--- src/rtl/prince_arb_ctrl.sv ---
// Sequencing controller and two-client round-robin arbiter in front of a single PRINCE core.
// Define PRINCE_ARB_STATS_EN to add per-client completion counters (c0_ops, c1_ops, stats_clr).
module prince_arb_ctrl #(
    parameter int unsigned CORE_LAT = 3
) (
    input  logic         clk,
    input  logic         rst,
    input  logic         c0_valid,
    output logic         c0_ready,
    input  logic         c0_enc,
    input  logic [63:0]  c0_data,
    input  logic [127:0] c0_key,
    input  logic         c1_valid,
    output logic         c1_ready,
    input  logic         c1_enc,
    input  logic [63:0]  c1_data,
    input  logic [127:0] c1_key,
    output logic         c0_rsp_valid,
    input  logic         c0_rsp_ready,
    output logic         c1_rsp_valid,
    input  logic         c1_rsp_ready,
    output logic [63:0]  rsp_data,
    output logic         core_enc,
    output logic [63:0]  core_in,
    output logic [127:0] core_key,
    input  logic [63:0]  core_out,
    output logic         busy
`ifdef PRINCE_ARB_STATS_EN
    ,
    input  logic         stats_clr,
    output logic [15:0]  c0_ops,
    output logic [15:0]  c1_ops
`endif
);

    typedef enum logic [1:0] {
        IDLE = 2'd0,
        RUN  = 2'd1,
        RESP = 2'd2
    } state_e;

    localparam logic [3:0] LAT_LAST = 4'(CORE_LAT - 1);

    state_e       state_q, state_d;
    logic         rrPtr_q, rrPtr_d;
    logic         owner_q, owner_d;
    logic [3:0]   latCnt_q, latCnt_d;
    logic         coreEnc_q;
    logic [63:0]  coreIn_q;
    logic [127:0] coreKey_q;
    logic [63:0]  rspData_q;

    logic         anyValid;
    logic         grant;
    logic         ownerRspReady;
    logic         loadOps;
    logic         captureOut;

    // Next-state logic; grant favours rrPtr_q only when both clients contend.
    always_comb begin
        anyValid      = c0_valid | c1_valid;
        grant         = (c0_valid & c1_valid) ? rrPtr_q : c1_valid;
        ownerRspReady = owner_q ? c1_rsp_ready : c0_rsp_ready;
        state_d       = state_q;
        rrPtr_d       = rrPtr_q;
        owner_d       = owner_q;
        latCnt_d      = latCnt_q;
        loadOps       = 1'b0;
        captureOut    = 1'b0;
        case (state_q)
            IDLE: begin
                if (anyValid) begin
                    loadOps  = 1'b1;
                    owner_d  = grant;
                    rrPtr_d  = ~grant;
                    latCnt_d = 4'd0;
                    state_d  = RUN;
                end
            end
            RUN: begin
                latCnt_d = latCnt_q + 4'd1;
                if (latCnt_q == LAT_LAST) begin
                    captureOut = 1'b1;
                    state_d    = RESP;
                end
            end
            RESP: begin
                if (ownerRspReady) begin
                    state_d = IDLE;
                end
            end
            default: state_d = IDLE;
        endcase
    end

    always_ff @(posedge clk or posedge rst) begin
        if (rst) begin
            state_q   <= IDLE;
            rrPtr_q   <= 1'b0;
            owner_q   <= 1'b0;
            latCnt_q  <= 4'd0;
            coreEnc_q <= 1'b0;
            coreIn_q  <= 64'd0;
            coreKey_q <= 128'd0;
            rspData_q <= 64'd0;
        end else begin
            state_q  <= state_d;
            rrPtr_q  <= rrPtr_d;
            owner_q  <= owner_d;
            latCnt_q <= latCnt_d;
            if (loadOps) begin
                coreEnc_q <= grant ? c1_enc  : c0_enc;
                coreIn_q  <= grant ? c1_data : c0_data;
                coreKey_q <= grant ? c1_key  : c0_key;
            end
            if (captureOut) begin
                rspData_q <= core_out;
            end
        end
    end

    // Ready is masked by rst so a client holding valid sees no accept while reset is asserted.
    assign c0_ready     = ~rst & (state_q == IDLE) & c0_valid & ~grant;
    assign c1_ready     = ~rst & (state_q == IDLE) & c1_valid & grant;
    assign c0_rsp_valid = (state_q == RESP) & ~owner_q;
    assign c1_rsp_valid = (state_q == RESP) & owner_q;
    assign busy         = (state_q != IDLE);
    assign rsp_data     = rspData_q;
    assign core_enc     = coreEnc_q;
    assign core_in      = coreIn_q;
    assign core_key     = coreKey_q;

`ifdef PRINCE_ARB_STATS_EN
    logic [15:0] c0Ops_q, c1Ops_q;
    logic        done0, done1;

    assign done0 = (state_q == RESP) & ~owner_q & c0_rsp_ready;
    assign done1 = (state_q == RESP) & owner_q & c1_rsp_ready;

    // A clear wins over a coinciding completion.
    always_ff @(posedge clk or posedge rst) begin
        if (rst) begin
            c0Ops_q <= 16'd0;
            c1Ops_q <= 16'd0;
        end else if (stats_clr) begin
            c0Ops_q <= 16'd0;
            c1Ops_q <= 16'd0;
        end else begin
            if (done0) c0Ops_q <= c0Ops_q + 16'd1;
            if (done1) c1Ops_q <= c1Ops_q + 16'd1;
        end
    end

    assign c0_ops = c0Ops_q;
    assign c1_ops = c1Ops_q;
`endif

endmodule
--- config.mk ---
export PLATFORM = sky130hd
export DESIGN_NAME = prince_arb_ctrl
export DESIGN_NICKNAME = d
export VERILOG_FILES = /design/src/rtl/prince_arb_ctrl.sv
export SDC_FILE = /design/constraint.sdc
export NUM_CORES = 1
export LEC_CHECK = 0
export ABC_CLOCK_PERIOD_IN_PS = 20200
export CELL_PAD_IN_SITES_DETAIL_PLACEMENT = 2
export CELL_PAD_IN_SITES_GLOBAL_PLACEMENT = 2
export CORE_AREA = 5 5 278 280
export DETAILED_ROUTE_END_ITERATION = 12
export DIE_AREA = 0 0 283 285
export PLACE_DENSITY = 0.64
export RECOVER_POWER = 100
export SETUP_SLACK_MARGIN = 0.5
export SLEW_MARGIN = 5
export SYNTH_ARGS = -nofsm -noshare
export SYNTH_HDL_FRONTEND = slang
export SYNTH_SLANG_ARGS = --single-unit
--- constraint.sdc ---
create_clock -name clk -period 20.2 [get_ports clk]
set_input_delay 4.04 -clock clk [delete_from_list [all_inputs] [get_ports clk]]
set_output_delay 4.04 -clock clk [all_outputs]
set_load 0.05 [all_outputs]
Word-level counts from Yosys, hierarchy flattened --
Index checks and enable logic that the tools add are counted.
Storage, ports and cells: output and inout bits 262, logic and storage cells 48, register bits after elaboration 265
Cells by class: mux-type cells 15, reductions and logical operators 6, eq/ne operators 6, $add $sub $neg 1, bitwise gates (word level) 12
Operator list (count):
- 2-to-1 mux 128 bit | 1
- 2-to-1 mux 64 bit | 1
- AND 1 bit | 8
- one-hot mux 4 bit (2 select lines) | 1
- 2-to-1 mux 1 bit | 7
- 2-to-1 mux 2 bit | 3
- inequality test 2 bit (second input constant) | 3
- one-hot mux 2 bit (3 select lines) | 1
- adder 4 x 1 -> 4 bit (second input constant) | 1
- equality test 4 x 2 -> 1 bit (second input constant) | 1
- 2-to-1 mux 4 bit | 1
- AND reduction 2 bit | 2
- nonzero test 2 bit | 2
- NOT 1 bit | 3
- AND reduction 3 bit | 1
- equality test 2 x 1 -> 1 bit (second input constant) | 1
- equality test 2 bit (second input constant) | 1
- zero test 2 bit | 1
- OR 1 bit | 1

Depth between registers and ports, before layout --
Gate-level depths: netlist (run 1).
depth in word-level cells 4, depth in mapped cells 7

Worst setup path after synthesis (run 1) --
OpenSTA, ideal clock, no wires.
path kind input to output, start input port rst, end output port c1_ready, slack 5758 ps, path buffers 0, required time 16160 ps, stages 2, arrival time 10402 ps, path through inv_1 -> and2_1
On the way: cells in the longest elaborated chain, start to end 4
RTL lines:
- start, declared | RTL line 7 | input logic rst,
- NOT 1 bit | RTL line 124 | assign c1_ready = ~rst & (state_q == IDLE) & c1_valid & grant;
- AND 1 bit (3 in series) | RTL line 124
- end, declared | RTL line 14 | output logic c1_ready,
No other way between the ends.

Worst setup path in the final report (run 1) --
Same ends and word-level chain as after synthesis.

==> flow_metrics.tcl, run 1 <==
set metrics [dict create \
    cts_setup_buffers 0 \
    crit_path_start_kind "primary input" \
    setup_viol 0 \
    grt_pass1_wl_um 89100 \
    synth_cell_type_count 24 \
    cts_hold_buf 0 \
    cts.sinks 265 \
    ant_nets 0 \
    insertion_delay_ns 0.54 \
    clock-root-buffer "clkbuf_16" \
    syn_area_mm2 0.0112 \
    required_ns 16.16 \
    wl_met1_um 21300 \
    grt_overflow 0 \
    drt-initial-drc-count 346 \
    nNetsFinal 1981 \
    finalCritPeriodShare_pct 65.6 \
    final_common_cell "clkdlybuf4s50_1" \
    worst-setup-path-type "primary input to output pin" \
    dpl.hpwl_um 46700 \
    grt_max_degree 102 \
    p_comb_share_pct 58.3 \
    p_int_mw 1.89 \
    r2r_slack_ns 10.78 \
    switching_share_pct 49.6 \
    port_buffers 717 \
    clkTransAtPathRegs_ns 0.06 \
    vdd_drop_max_uv 71.9 \
    die_h_um 285 \
    cp_max_fo 71 \
    synth_warnings 0 \
    avgSynthCellArea_um2 13.3 \
    finClkSkew_ns 0.0175 \
    slew_headroom_pct -162 \
    syn_inst 845 \
    cts_buffers 35 \
    vias 10800 \
    dr.max_layer_used "met5" \
    cp-end-kind "output pin" \
    min_period_ns 13.25 \
    cts_buffer_depth 3 \
    wl_met3_um 7050 \
    tightestPinTransition_ns 3.93 \
    max_cap_viol_count 11 \
    hold_class "register to register" \
    die_x_um 283 \
    p_sw_mw 1.86 \
    violations "max-capacitance violations, max-slew violations" \
    pwr-share-seq_pct 25.3 \
    p_clk_share_pct 16.4 \
    cts_repair_resize_count 0 \
    dr_wl_met2_um 31200 \
    crit_arrival_ns 9.21 \
    drc 0 \
    wl_um 61500 \
    seq_area_frac_synth_pct 59.0 \
    maxSlewViolCount 643 \
    dr.pass1.iters 4 \
    hold_ws_ns 0.499 \
    initial_core_util_pct 15.1 \
    grt.total_usage_pct 14.5 \
    antenna_found_initial 15 \
    drive_gt1_share_pct 8.47 \
    rsz0062_at_grt "false" \
    htree_levels 2 \
    coreArea_mm2 0.0742 \
    ys_ff_latch 265 \
    status "finished, violations left" \
    synth_nets 1303 \
    grt_pass1_vias 12500 \
    rows 100 \
    final_hold_viol_count 0 \
    routedWlPerCell_um 24.4 \
    area_growth_pct 81.2 \
    vias_per_cell 4.27 \
    design.die.area_mm2 0.0807 \
    p_per_area_mw_per_mm2 184 \
    gp_congestion 0.798 \
    fmax_mhz 75.5 \
    fin_setup_tns_ns 0 \
    p_leak_nw 9.05 \
    cts_tree "done" \
    ios 718 \
    layout_common_cells "clkdlybuf4s50_1, dlygate4sd3_1, dfrtp_1" \
]
## through the flow
stage                     cells  cell area, um^2  worst slack (ns)  util [%]  total power, mW
final                      2523            20400              6.95      27.4             3.74
after global routing       2521            20400              5.94      27.4             3.92
after CTS                  2516            20400              9.57      27.5             3.91
after detailed placement   2455            19300              9.57      26.0             3.27
after global placement     2455            19300              9.58      26.0             3.22
after floorplan             845            11200              5.76         -             2.37
## final timing paths
path / startpoint / endpoint / cells after the start
max reg2reg: state_q[1]$_DFFE_PP0P_ / core_in[8]$_DFFE_PP0P_ / 6
max: rst / c1_ready / 4
min in group asynchronous: rst / core_key[55]$_DFFE_PP0P_ / 2
max in group asynchronous: rst / core_in[31]$_DFFE_PP0P_ / 4
min: rsp_data[38]$_DFFE_PP0P_ / rsp_data[38]$_DFFE_PP0P_ / 1
min reg2reg: rsp_data[38]$_DFFE_PP0P_ / rsp_data[38]$_DFFE_PP0P_ / 1
## power groups by stage
stage	Sequential, mW	Combinational, mW	Clock [mW]
after floorplan	1.81	0.564	0
after global placement	0.951	2.27	0
after detailed placement	0.964	2.30	0
after CTS	0.963	2.31	0.644
after global routing	0.980	2.28	0.664
final	0.947	2.18	0.615
## flip-flops by register name, indices dropped and copies added (netlist names)
signal / flops
core_in: 64
owner_q: 1
core_key: 128
core_enc: 1
state_q: 2
rsp_data: 64
latCnt_q: 4
rrPtr_q: 1
## cell families (layout without fill, tap and decap cells)
family          count (synthesis)  count (layout)  synth area share [%]
compound gates                205             205                  17.9
fa+ha+maj                       2               2                 0.223
buf+inv                        96             798                  4.60
flops                         265             265                  59.0
mux                            67              67                  6.69
other cells                     0               7                     0
simple gates                  210             210                  11.6
## synth_stat cells
cell type    n  area (um^2)
nor2_1       4         15.0
mux2_2      65          732
and2_1       1         6.26
ha_1         2         25.0
o21ai_0      7         35.0
a21o_1       1         7.51
nand2b_1     3         18.8
buf_2       14         70.1
mux2i_1      2         20.0
nand4_1      1         6.26
o21ai_2      1         8.76
dfrtp_1    265         6630
clkbuf_1    57          214
a221o_1    193         1930
and3_1     194         1210
and2b_1      1         7.51
inv_1        4         15.0
o211ai_1     2         15.0
nand2_1      4         15.0
buf_4        5         37.5
nor3b_1      1         7.51
buf_6       16          180
nor2_4       1         11.3
a21boi_2     1         11.3
## cell type report
| cell class | instances | area, um^2 |
|---|---|---|
| Fill cell | 8019 | 53800 |
| Timing Repair Buffer | 733 | 7260 |
| Sequential cell | 265 | 6630 |
| Multi-Input combinational cell | 484 | 4100 |
| Tap cell | 969 | 1210 |
| Clock buffer | 54 | 1080 |
| Clock inverter | 7 | 46.3 |
| Antenna cell | 7 | 17.5 |
| Inverter | 4 | 16.3 |
## metal layers
metal / global-route usage, % / vias to the layer above
met4: 4.33 / 12
met5: 0 / -
met1: 14.6 / 5421
li1: - / 4708
met3: 7.77 / 98
met2: 26.1 / 528
## worst max-delay path, stage by stage
cell and delay [ns]:
dlygate4sd3_1 0.68, clkinvlp_2 2.74, and2_0 1.01, clkdlybuf4s50_1 0.74
(Power assumes the default switching activity.)
==> run 2: changes to the inputs <==
Settings changed: ABC_CLOCK_PERIOD_IN_PS 20200 to 13030, CORE_AREA 5 5 278 280 to 5 5 276 278, DIE_AREA 0 0 283 285 to 0 0 281 283, PLACE_DENSITY 0.64 to 0.65.
Clock period 20.2 ns to 13.03 ns, I/O delays scaled along.
==> run 2 against run 1 <==
Net effect:
- combinational power increased by 55%
- final cell count decreased by 0.28%
- total power grew 54%
- largest cell class unchanged
- routed wire length down 1.4%
- global-route usage decreased by 0.16 points
- clock power up 52%
- critical path type is now primary input to register
- cell area shrank 0.31%
- the flow still finishes with violations (max-capacitance violations, max-slew violations)
- first-iteration DRC count rose by 35%
- critical endpoint is now core_key[89]$_DFFE_PP0P_
- register-to-register slack got worse by 4.7 ns
- worst hold slack worse by 0.013 ns
- setup slack worse by 3.8 ns
- largest power group unchanged
- die area down 1.4%
==> flow_metrics.tcl, run 2 (synthesis gave the netlist of run 1 again) <==
set metrics [dict create \
    vdd_drop_max_uv 145 \
    grt_overflow 0 \
    tightestPinTransition_ns 4.02 \
    whs_path_depth 1 \
    initial_core_util_pct 15.2 \
    die_h_um 283 \
    finalCritPeriodShare_pct 75.9 \
    drc 0 \
    slew_headroom_pct -168 \
    vias 10800 \
    maxSlewViolCount 402 \
    placedCellCount 2453 \
    crit_path_start_kind "primary input" \
    r2r_slack_ns 6.05 \
    crit_slowest_cell "clkbuf_1" \
    p_comb_share_pct 58.3 \
    p_clk_share_pct 16.1 \
    cts.sinks 265 \
    worst-setup-path-type "primary input to register" \
    rsz0062_at_grt "false" \
    dr_wl_met2_um 29800 \
    coreArea_mm2 0.0737 \
    cts_buffer_depth 3 \
    die_x_um 281 \
    routedWlPerCell_um 24.1 \
    cts_hold_buf 0 \
    area_growth_pct 80.6 \
    finClkSkew_ns 0.0207 \
    dr.pass1.iters 4 \
    cts_repair_resize_count 0 \
    vias_per_cell 4.29 \
    status "finished, violations left" \
    p_sw_mw 2.88 \
    htree_levels 2 \
    drive_gt1_share_pct 8.11 \
    r2r_end "core_key[89]$_DFFE_PP0P_" \
    final_cells 2516 \
    hold_start "latCnt_q[3]$_DFFE_PP0P_" \
    dr.max_layer_used "met5" \
    largest_reg_flops 128 \
    clock-root-buffer "clkbuf_16" \
    cts_setup_buffers 0 \
    grt_max_degree 105 \
    violations "max-capacitance violations, max-slew violations" \
    switching_share_pct 49.8 \
    port_buffers 717 \
    grt_pass1_vias 12300 \
    wl_met3_um 7480 \
    final_hold_viol_count 0 \
    grt_pass1_wl_um 87200 \
    r2r_cells 6 \
    layout_common_cells "clkdlybuf4s50_1, dlygate4sd3_1, dfrtp_1" \
    design.die.area_mm2 0.0795 \
    cp_max_fo 77 \
    max_cap_viol_count 7 \
    max_stage_delay_ns 2.83 \
    fin_setup_tns_ns 0 \
    wl_met1_um 22100 \
    crit_path_cell_trace "dlygate4sd3_1, o21ai_0, clkbuf_1, clkbuf_1, a221o_1" \
    ant_nets 0 \
    antenna_found_initial 14 \
    clkTransAtPathRegs_ns 0.05 \
    cpMostUsedCell "clkbuf_1" \
    hold_end "latCnt_q[3]$_DFFE_PP0P_" \
    insertion_delay_ns 0.54 \
    rows 100 \
    fmax_mhz 101 \
    p_leak_nw 9.02 \
    cts_tree "done" \
    gp_congestion 0.828 \
    ios 718 \
    r2r_start "state_q[0]$_DFFE_PP0P_" \
    wl_um 60600 \
    grt.total_usage_pct 14.4 \
    p_per_area_mw_per_mm2 285 \
    cp-end-kind "register" \
    min_period_ns 9.89 \
    pwr-share-seq_pct 25.5 \
    final_common_cell "clkdlybuf4s50_1" \
    dpl.hpwl_um 45800 \
    drt-initial-drc-count 468 \
    crit_arrival_ns 10.33 \
    nNetsFinal 1979 \
    hold_class "register to register" \
    setup_viol 0 \
    required_ns 13.47 \
    cts_buffers 35 \
    p_int_mw 2.90 \
]
==> run 2: worst max-delay path by stage <==
stage / depth (start not counted) / slack [ns] / end / from
after floorplan: 2 / 1.46 / c1_ready / rst
after global placement: 5 / 5.26 / c1_ready / c1_valid
after detailed placement: 5 / 5.28 / c1_ready / c1_valid
after CTS: 5 / 5.28 / c1_ready / c1_valid
after global routing: 5 / 2.87 / core_key[93]$_DFFE_PP0P_ / c1_valid
final: 5 / 3.14 / core_key[89]$_DFFE_PP0P_ / c1_valid
==> run 2: critical path: cells and delay by family <==
| kind | cells | cell delay [ns] |
|---|---|---|
| compound gates | 2 | 3.02 |
| buf+inv | 3 | 4.54 |
==> run 2: metrics by stage <==
stage               hold WS [ns]  total power [mW]  cell area (um^2)  worst slack (ns)  util, %
finish                     0.486              5.78             20300              3.14     27.5
global route               0.510              6.07             20300              2.87     27.5
CTS                        0.490              6.04             20300              5.28     27.6
detailed placement         0.483              5.06             19300              5.28     26.1
global placement           0.462              4.99             19300              5.26     26.1
floorplan                  0.440              3.68             11200              1.46        -
==> run 2: layer usage <==
layer / track usage [%] / up-vias
met5: 0 / -
met4: 3.50 / 12
met3: 7.54 / 65
met2: 24.7 / 510
met1: 15.6 / 5515
li1: - / 4702
==> run 2: power groups by stage <==
stage	combinational (mW)	clock [mW]	sequential [mW]
4_1_cts	3.56	0.980	1.50
3_3_place_gp	3.50	0	1.49
3_5_place_dp	3.55	0	1.50
5_1_grt	3.53	1.01	1.53
2_1_floorplan	0.875	0	2.80
6_report	3.37	0.933	1.48
==> run 2: final cells by class <==
cell class                      instances  area (um^2)
Fill cell                            7983        53400
Timing Repair Buffer                  731         7260
Sequential cell                       265         6630
Multi-Input combinational cell        484         4100
Tap cell                              969         1210
Clock buffer                           51          996
Clock inverter                          7         71.3
Inverter                                4         22.5
Antenna cell                            5         12.5
